## src/rtl/daisy_frm_pkg.sv

```systemverilog
// Shared definitions for the daisy-chain frame decoder.
package daisy_frm_pkg;

  localparam logic [7:0]  SOF_BYTE  = 8'hA5;
  localparam logic [15:0] FILL_WORD = 16'h00FF;

  typedef enum logic [1:0] {
    IDLE,
    PAY,
    CSUM,
    DROP
  } frm_state_t;

  // True when the upper byte carries the start-of-frame marker.
  function automatic logic is_sof(input logic [15:0] w);
    return w[15:8] == SOF_BYTE;
  endfunction

endpackage

```

## src/rtl/red_pitaya_daisy_cfifo.sv

```systemverilog
// Commit/rollback FIFO: writes stay invisible to the reader until committed.
module red_pitaya_daisy_cfifo #(
  parameter int DEPTH = 64,
  parameter int W     = 17
) (
  input  logic                     clk,
  input  logic                     rst_n,
  input  logic                     wr,
  input  logic [W-1:0]             wr_data,
  input  logic                     commit,
  input  logic                     rollback,
  input  logic                     rd,
  output logic [W-1:0]             rd_data,
  output logic                     valid,
  output logic [$clog2(DEPTH):0]   free
);

  localparam int AW = $clog2(DEPTH);
  localparam int PW = AW + 1;

  logic [W-1:0]  mem [DEPTH];
  logic [PW-1:0] wr_ptr;
  logic [PW-1:0] commit_ptr;
  logic [PW-1:0] rd_ptr;

  // Storage array, no reset needed: reads are masked by valid.
  always_ff @(posedge clk) begin
    if (wr) mem[wr_ptr[AW-1:0]] <= wr_data;
  end

  // Pointer bookkeeping; read and commit are independent so both act in one cycle.
  always_ff @(posedge clk or negedge rst_n) begin
    if (!rst_n) begin
      wr_ptr     <= '0;
      commit_ptr <= '0;
      rd_ptr     <= '0;
    end else begin
      if (rollback)  wr_ptr <= commit_ptr;
      else if (wr)   wr_ptr <= wr_ptr + PW'(1);
      if (commit)    commit_ptr <= wr_ptr;
      if (rd && valid) rd_ptr <= rd_ptr + PW'(1);
    end
  end

  // First-word-fall-through read side and free-space report.
  always_comb begin
    valid   = (rd_ptr != commit_ptr);
    rd_data = mem[rd_ptr[AW-1:0]];
    free    = PW'(DEPTH) - (wr_ptr - rd_ptr);
  end

endmodule

```

## src/rtl/red_pitaya_daisy_deframer.sv

```systemverilog
// Frame decoder: validates header/checksum and forwards only intact payloads.
module red_pitaya_daisy_deframer
  import daisy_frm_pkg::*;
#(
  parameter int DEPTH   = 64,
  parameter int MAX_LEN = 32,
  parameter int TIMEOUT = 255
) (
  input  logic        clk_i,
  input  logic        rstn_i,
  input  logic        rx_trained_i,
  input  logic        rx_dv_i,
  input  logic [15:0] rx_dat_i,
  output logic        m_valid_o,
  output logic [15:0] m_data_o,
  output logic        m_last_o,
  input  logic        m_ready_i,
  output logic        frm_ok_o,
  output logic        frm_err_o,
  output logic [15:0] ok_cnt_o,
  output logic [15:0] err_cnt_o
);

  localparam int AW = $clog2(DEPTH);
  localparam int TW = $clog2(TIMEOUT + 1);

  frm_state_t    state, state_n;
  logic [15:0]   sum;
  logic [7:0]    remaining;
  logic [8:0]    drop_cnt;
  logic [TW-1:0] idle_cnt;

  logic [7:0]    len;
  logic          hdr, fits, abort;
  logic          f_wr, f_commit, f_rollback, f_valid;
  logic [16:0]   f_wdata, f_rdata;
  logic [AW:0]   f_free;
  logic          hdr_load, pay_acc, drop_dec, ok_ev, err_ev;

  red_pitaya_daisy_cfifo #(
    .DEPTH (DEPTH),
    .W     (17)
  ) u_fifo (
    .clk      (clk_i),
    .rst_n    (rstn_i),
    .wr       (f_wr),
    .wr_data  (f_wdata),
    .commit   (f_commit),
    .rollback (f_rollback),
    .rd       (m_ready_i),
    .rd_data  (f_rdata),
    .valid    (f_valid),
    .free     (f_free)
  );

  // Next-state logic and FIFO control.
  always_comb begin
    state_n    = state;
    f_wr       = 1'b0;
    f_wdata    = {1'b0, rx_dat_i};
    f_commit   = 1'b0;
    f_rollback = 1'b0;
    hdr_load   = 1'b0;
    pay_acc    = 1'b0;
    drop_dec   = 1'b0;
    ok_ev      = 1'b0;
    err_ev     = 1'b0;

    len   = rx_dat_i[7:0];
    hdr   = rx_dv_i && rx_trained_i && is_sof(rx_dat_i) &&
            (len != 8'd0) && (16'(len) <= 16'(MAX_LEN));
    fits  = 16'(f_free) >= 16'(len);
    abort = (state != IDLE) && (!rx_trained_i || idle_cnt == TW'(TIMEOUT));

    unique case (state)
      IDLE: begin
        if (hdr) begin
          hdr_load = 1'b1;
          if (fits) begin
            // Re-anchor the write pointer at the committed boundary.
            f_rollback = 1'b1;
            state_n    = PAY;
          end else begin
            err_ev  = 1'b1;
            state_n = DROP;
          end
        end
      end
      PAY: begin
        if (abort) begin
          f_rollback = 1'b1;
          err_ev     = 1'b1;
          state_n    = IDLE;
        end else if (rx_dv_i) begin
          f_wr    = 1'b1;
          f_wdata = {remaining == 8'd1, rx_dat_i};
          pay_acc = 1'b1;
          if (remaining == 8'd1) state_n = CSUM;
        end
      end
      CSUM: begin
        if (abort) begin
          f_rollback = 1'b1;
          err_ev     = 1'b1;
          state_n    = IDLE;
        end else if (rx_dv_i) begin
          if (rx_dat_i == sum) begin
            f_commit = 1'b1;
            ok_ev    = 1'b1;
          end else begin
            f_rollback = 1'b1;
            err_ev     = 1'b1;
          end
          state_n = IDLE;
        end
      end
      DROP: begin
        if (abort) begin
          state_n = IDLE;
        end else if (rx_dv_i) begin
          drop_dec = 1'b1;
          if (drop_cnt == 9'd1) state_n = IDLE;
        end
      end
      default: state_n = IDLE;
    endcase
  end

  // State register, checksum/length datapath, pulses and saturating counters.
  always_ff @(posedge clk_i or negedge rstn_i) begin
    if (!rstn_i) begin
      state     <= IDLE;
      sum       <= '0;
      remaining <= '0;
      drop_cnt  <= '0;
      idle_cnt  <= '0;
      frm_ok_o  <= 1'b0;
      frm_err_o <= 1'b0;
      ok_cnt_o  <= '0;
      err_cnt_o <= '0;
    end else begin
      state     <= state_n;
      frm_ok_o  <= ok_ev;
      frm_err_o <= err_ev;
      if (hdr_load) begin
        sum       <= rx_dat_i;
        remaining <= len;
        drop_cnt  <= 9'(len) + 9'd1;
      end
      if (pay_acc) begin
        sum       <= sum + rx_dat_i;
        remaining <= remaining - 8'd1;
      end
      if (drop_dec) drop_cnt <= drop_cnt - 9'd1;
      if (state == IDLE || rx_dv_i) idle_cnt <= '0;
      else                          idle_cnt <= idle_cnt + TW'(1);
      if (ok_ev && ok_cnt_o != '1)   ok_cnt_o  <= ok_cnt_o + 16'd1;
      if (err_ev && err_cnt_o != '1) err_cnt_o <= err_cnt_o + 16'd1;
    end
  end

  // Stream outputs are zeroed while nothing committed is pending.
  always_comb begin
    m_valid_o = f_valid;
    m_data_o  = f_valid ? f_rdata[15:0] : '0;
    m_last_o  = f_valid & f_rdata[16];
  end

endmodule

```

## config.mk

```make
export PLATFORM = sky130hd
export DESIGN_NAME = red_pitaya_daisy_deframer
export DESIGN_NICKNAME = d
export VERILOG_FILES = /design/src/rtl/daisy_frm_pkg.sv /design/src/rtl/red_pitaya_daisy_cfifo.sv /design/src/rtl/red_pitaya_daisy_deframer.sv
export SDC_FILE = /design/constraint.sdc
export NUM_CORES = 1
export LEC_CHECK = 0
export CAP_MARGIN = 20
export CORE_MARGIN = 3
export CORE_UTILIZATION = 62
export DETAILED_ROUTE_END_ITERATION = 8
export PLACE_DENSITY = 0.83
export SLEW_MARGIN = 25
export SYNTH_ARGS = -nofsm -noshare
export SYNTH_HDL_FRONTEND = slang
export SYNTH_SLANG_ARGS = --single-unit
```

## constraint.sdc

```tcl
create_clock -name clk_i -period 6 [get_ports clk_i]
set_clock_uncertainty 0.1 [all_clocks]
set_input_delay 1.2 -clock clk_i [delete_from_list [all_inputs] [get_ports clk_i]]
set_output_delay 1.2 -clock clk_i [all_outputs]
set_load 0.01 [all_outputs]
```

==> key figures <==
Status
  • Status: complete, no violations

Synthesis
  • Synthesis Warnings: 0
  • Synth area leader: edfxtp_1
  • Gate Count Post-Synth: 2,401
  • Synth cell count leaders: edfxtp_1 (1,088), mux4_2 (311), nor2_1 (108)
  • Adder-Cell Fraction of Synth Area: 1.24%
  • Mux cell area share after synthesis: 15.8%
  • Simple-gate share of the synthesized area: 3.84%
  • Top-count cell post-synth: edfxtp_1
  • Distinct cells, synth: 62
  • Mapped Avg Cell Area: 19.8 sq um
  • Ys async rst share: 8.26%
  • Post-synth top area share: 68.6%
  • Yosys reg bits: 1,186
  • Synth Flop Type: edfxtp_1
  • Top post-synthesis cells by area: edfxtp_1 (69%), mux4_2 (15%), dfrtp_1 (5.1%)
  • EDFF count, synth: 1,088
  • Post-Synth XOR/XNOR Area: 1.31%
  • Mapped Area: 0.0476 sq mm
  • Largest family of logic cells by synthesized area: multiplexers
  • Syn_nets: 2,468
  • Compound-Gate Fraction of Synth Area: 2.64%
  • Sequential cell area fraction in the yosys report: 73.7%

Routing
  • Wire per inst: 36.5 um
  • First-pass DRT Iterations: 7
  • Via Count: 27,300
  • First DRT Iteration DRCs: 4,638
  • Total Wirelength: 136 mm
  • Vias per cell: 7.35
  • Final ANT Viol Nets: 0
  • Drt drc: 0

Clock tree
  • Clk buf depth: 3
  • Clk sink count: 1,186
  • Num CTS Buffers: 111
  • CTS Root Cell: clkbuf_16
  • Clock transition at path regs: 60 ps
  • Clock latency on the worst-skew pair: 700 ps
  • H-Tree Depth: 3
  • CTS tree: done

Timing
  • Final hold vios: 0
  • Period Utilization, post-route: 99.2%
  • Slack of the critical path: 45.1 ps
  • Worst rel slew slack: 27.9%
  • Max Slew Vio Count: 0
  • Worst Tran Pin Value: 1070 ps
  • Final Critical Period: 5950 ps
  • Final setup violation count: 0
  • Fin Setup TNS: 0 ps
  • Peak Freq: 168 MHz
  • RSZ-0062 raised after global routing: false

GRT
  • First-pass GRT wire length: 197 mm
  • Largest net degree at the start of global routing: 144
  • Overall Global Routing Usage: 34.4%
  • Vias in the first global route: 27,300
  • GRT overflow: 0
  • Initial antenna violation count: 6

Setup path
  • Slowest CP cell: dfrtp_4
  • Critical Path Most Common Cell: mux4_2
  • Crit path kind: register to output port
  • Cell chain of the critical path: buf_12 -> mux4_2 -> mux4_2 -> mux2i_1 -> o221ai_1 -> clkdlybuf4s50_1
  • Bufs and invs on worst path: 2
  • Worst EP required: 4700 ps
  • Top Family by Delay on Critical Path: multiplexers
  • Crit start category: register
  • Worst-path maximum fanout: 143
  • Critical path endpoint category: output port
  • Critical Path AT: 4650 ps
  • Max incr delay on CP: 700 ps

Finish
  • # fillers: 4,146
  • Layout cell share with drive strength beyond 1: 24.5%
  • Layout area overhead: 12.9%
  • Total Nets Final: 2,654
  • Post-layout util: 70.7%

Place
  • GP Congestion: 0.890
  • DPL Wire Length: 72.0 mm
  • Dpl ws: 876 ps
  • IO buf count: 72

Floorplanning
  • # rows: 101
  • Initial core utilization: 62.6%
  • Die Area: 0.0802 sq mm
  • Core area: 0.0761 sq mm
  • Die height: 283 um
  • IO Count: 73
  • Die W: 283 um

Worst hold path
  • Min-Delay Path Class: register to register

Run
  • Max Cap Viol: 0

Power and ir drop
  • Leak: 17.7 nW
  • Max VDD drop: 410 uV
  • PwrDens: 454 mW/mm^2
==> routing by layer <==
layer	track usage [%]	vias to the layer above	wire length [um]
li1	-	10200	-
met1	44.7	13800	43500
met2	54.1	2677	64600
met3	9.61	599	18300
met4	17.9	2	9120
met5	0	-	17
==> worst reg2reg max path: stages (launching register included) <==
cell,delay (ps)
dfrtp_4,700
buf_4,680
ha_1,380
ha_1,220
fa_1,460
a21o_1,170
a21oi_1,200
xnor2_1,200
ha_1,320
a21o_1,180
a21oi_1,180
o22ai_1,160
o21ba_1,270
or4_1,610
xnor2_1,170
==> kinds of logic after synthesis <==
kind of cell | Yosys count
flops | 1186
xor+xnor | 71
fa+ha+maj | 46
mux | 361
buf+inv | 164
simple gates | 381
compound gates | 192
==> state kept, by name, summed over array words and instances, names as in the netlist <==
name / cells
u_fifo.mem: 1088
err_cnt_o: 16
ok_cnt_o: 16
sum: 16
drop_cnt: 9
idle_cnt: 8
remaining: 8
u_fifo.commit_ptr: 7
u_fifo.rd_ptr: 7
u_fifo.wr_ptr: 7
state: 2
frm_err_o: 1
frm_ok_o: 1
==> cells in the final DEF (no fill, tap or decap), types with 16 or more instances in the layout <==
master              n
xor2_1             19
nor3_1             16
mux2i_1            42
a21oi_1            41
clkinv_1           19
nand2_1           101
nor2_1             88
o221ai_1           26
mux4_2            311
nor2_2             21
o21ai_0            43
buf_2              16
xnor2_1            52
inv_1              49
clkinv_2           23
clkbuf_1           17
ha_1               44
buf_4             108
clkdlybuf4s50_1    55
edfxtp_1         1088
nand4_1            27
nand3_1            55
dfrtp_1            94
clkbuf_16         114
and3_1             16
==> final timing paths <==
path / startpoint / end / slack [ps] / cells past startpoint
max: u_fifo.rd_ptr[1]$_DFFE_PN0P_ / m_data_o[11] / 50 / 6
min: idle_cnt[0]$_DFF_PN0_ / idle_cnt[0]$_DFF_PN0_ / 360 / 1
max reg2reg: u_fifo.rd_ptr[1]$_DFFE_PN0P_ / err_cnt_o[9]$_DFFE_PN0P_ / 910 / 14
min reg2reg: idle_cnt[0]$_DFF_PN0_ / idle_cnt[0]$_DFF_PN0_ / 360 / 1
max in group asynchronous: rstn_i / sum[15]$_DFFE_PN0P_ / 4260 / 2
min in group asynchronous: rstn_i / frm_err_o$_DFF_PN0_ / 420 / 1
==> timing repair <==
item / CTS / global route
hold endpoints to repair: 0 / 0
setup endpoints to repair: 0 / 1
resized for setup: 0 / 1
hold buffers: 0 / 0
setup buffers: 0 / 0
==> final cells by class <==
| class | count | area [sq um] | share of cell area (%) |
|---|---|---|---|
| multi-input combinational | 1051 | 11900 | 22.1 |
| clock buffer | 134 | 2960 | 5.50 |
| timing repair buffer | 187 | 1610 | 2.99 |
| clock inverter | 67 | 712 | 1.32 |
| sequential | 1186 | 35100 | 65.3 |
| tap | 1030 | 1290 | 2.40 |
| antenna | 4 | 10.0 | 0.0186 |
| inverter | 50 | 190 | 0.354 |
==> report_power, final <==
part / switching (mW) / internal [mW]
Sequential: 0.336 / 9.21
Clock: 3.14 / 4.03
Combinational: 4.28 / 3.40
Total: 7.75 / 16.6
==> metrics by stage <==
| step | instance area [sq um] | std cells | hold WS, ps | total power [mW] |
|---|---|---|---|---|
| 5_1_grt | 53800 | 3706 | 403 | 25.0 |
| 3_3_place_gp | 50100 | 3503 | 337 | 16.6 |
| 3_5_place_dp | 50100 | 3504 | 357 | 16.9 |
| 4_1_cts | 53800 | 3705 | 363 | 24.2 |
| 2_1_floorplan | 47600 | 2401 | 325 | 14.4 |
| 6_report | 53800 | 3709 | 364 | 24.4 |
Power figures use the tool's default switching activity.
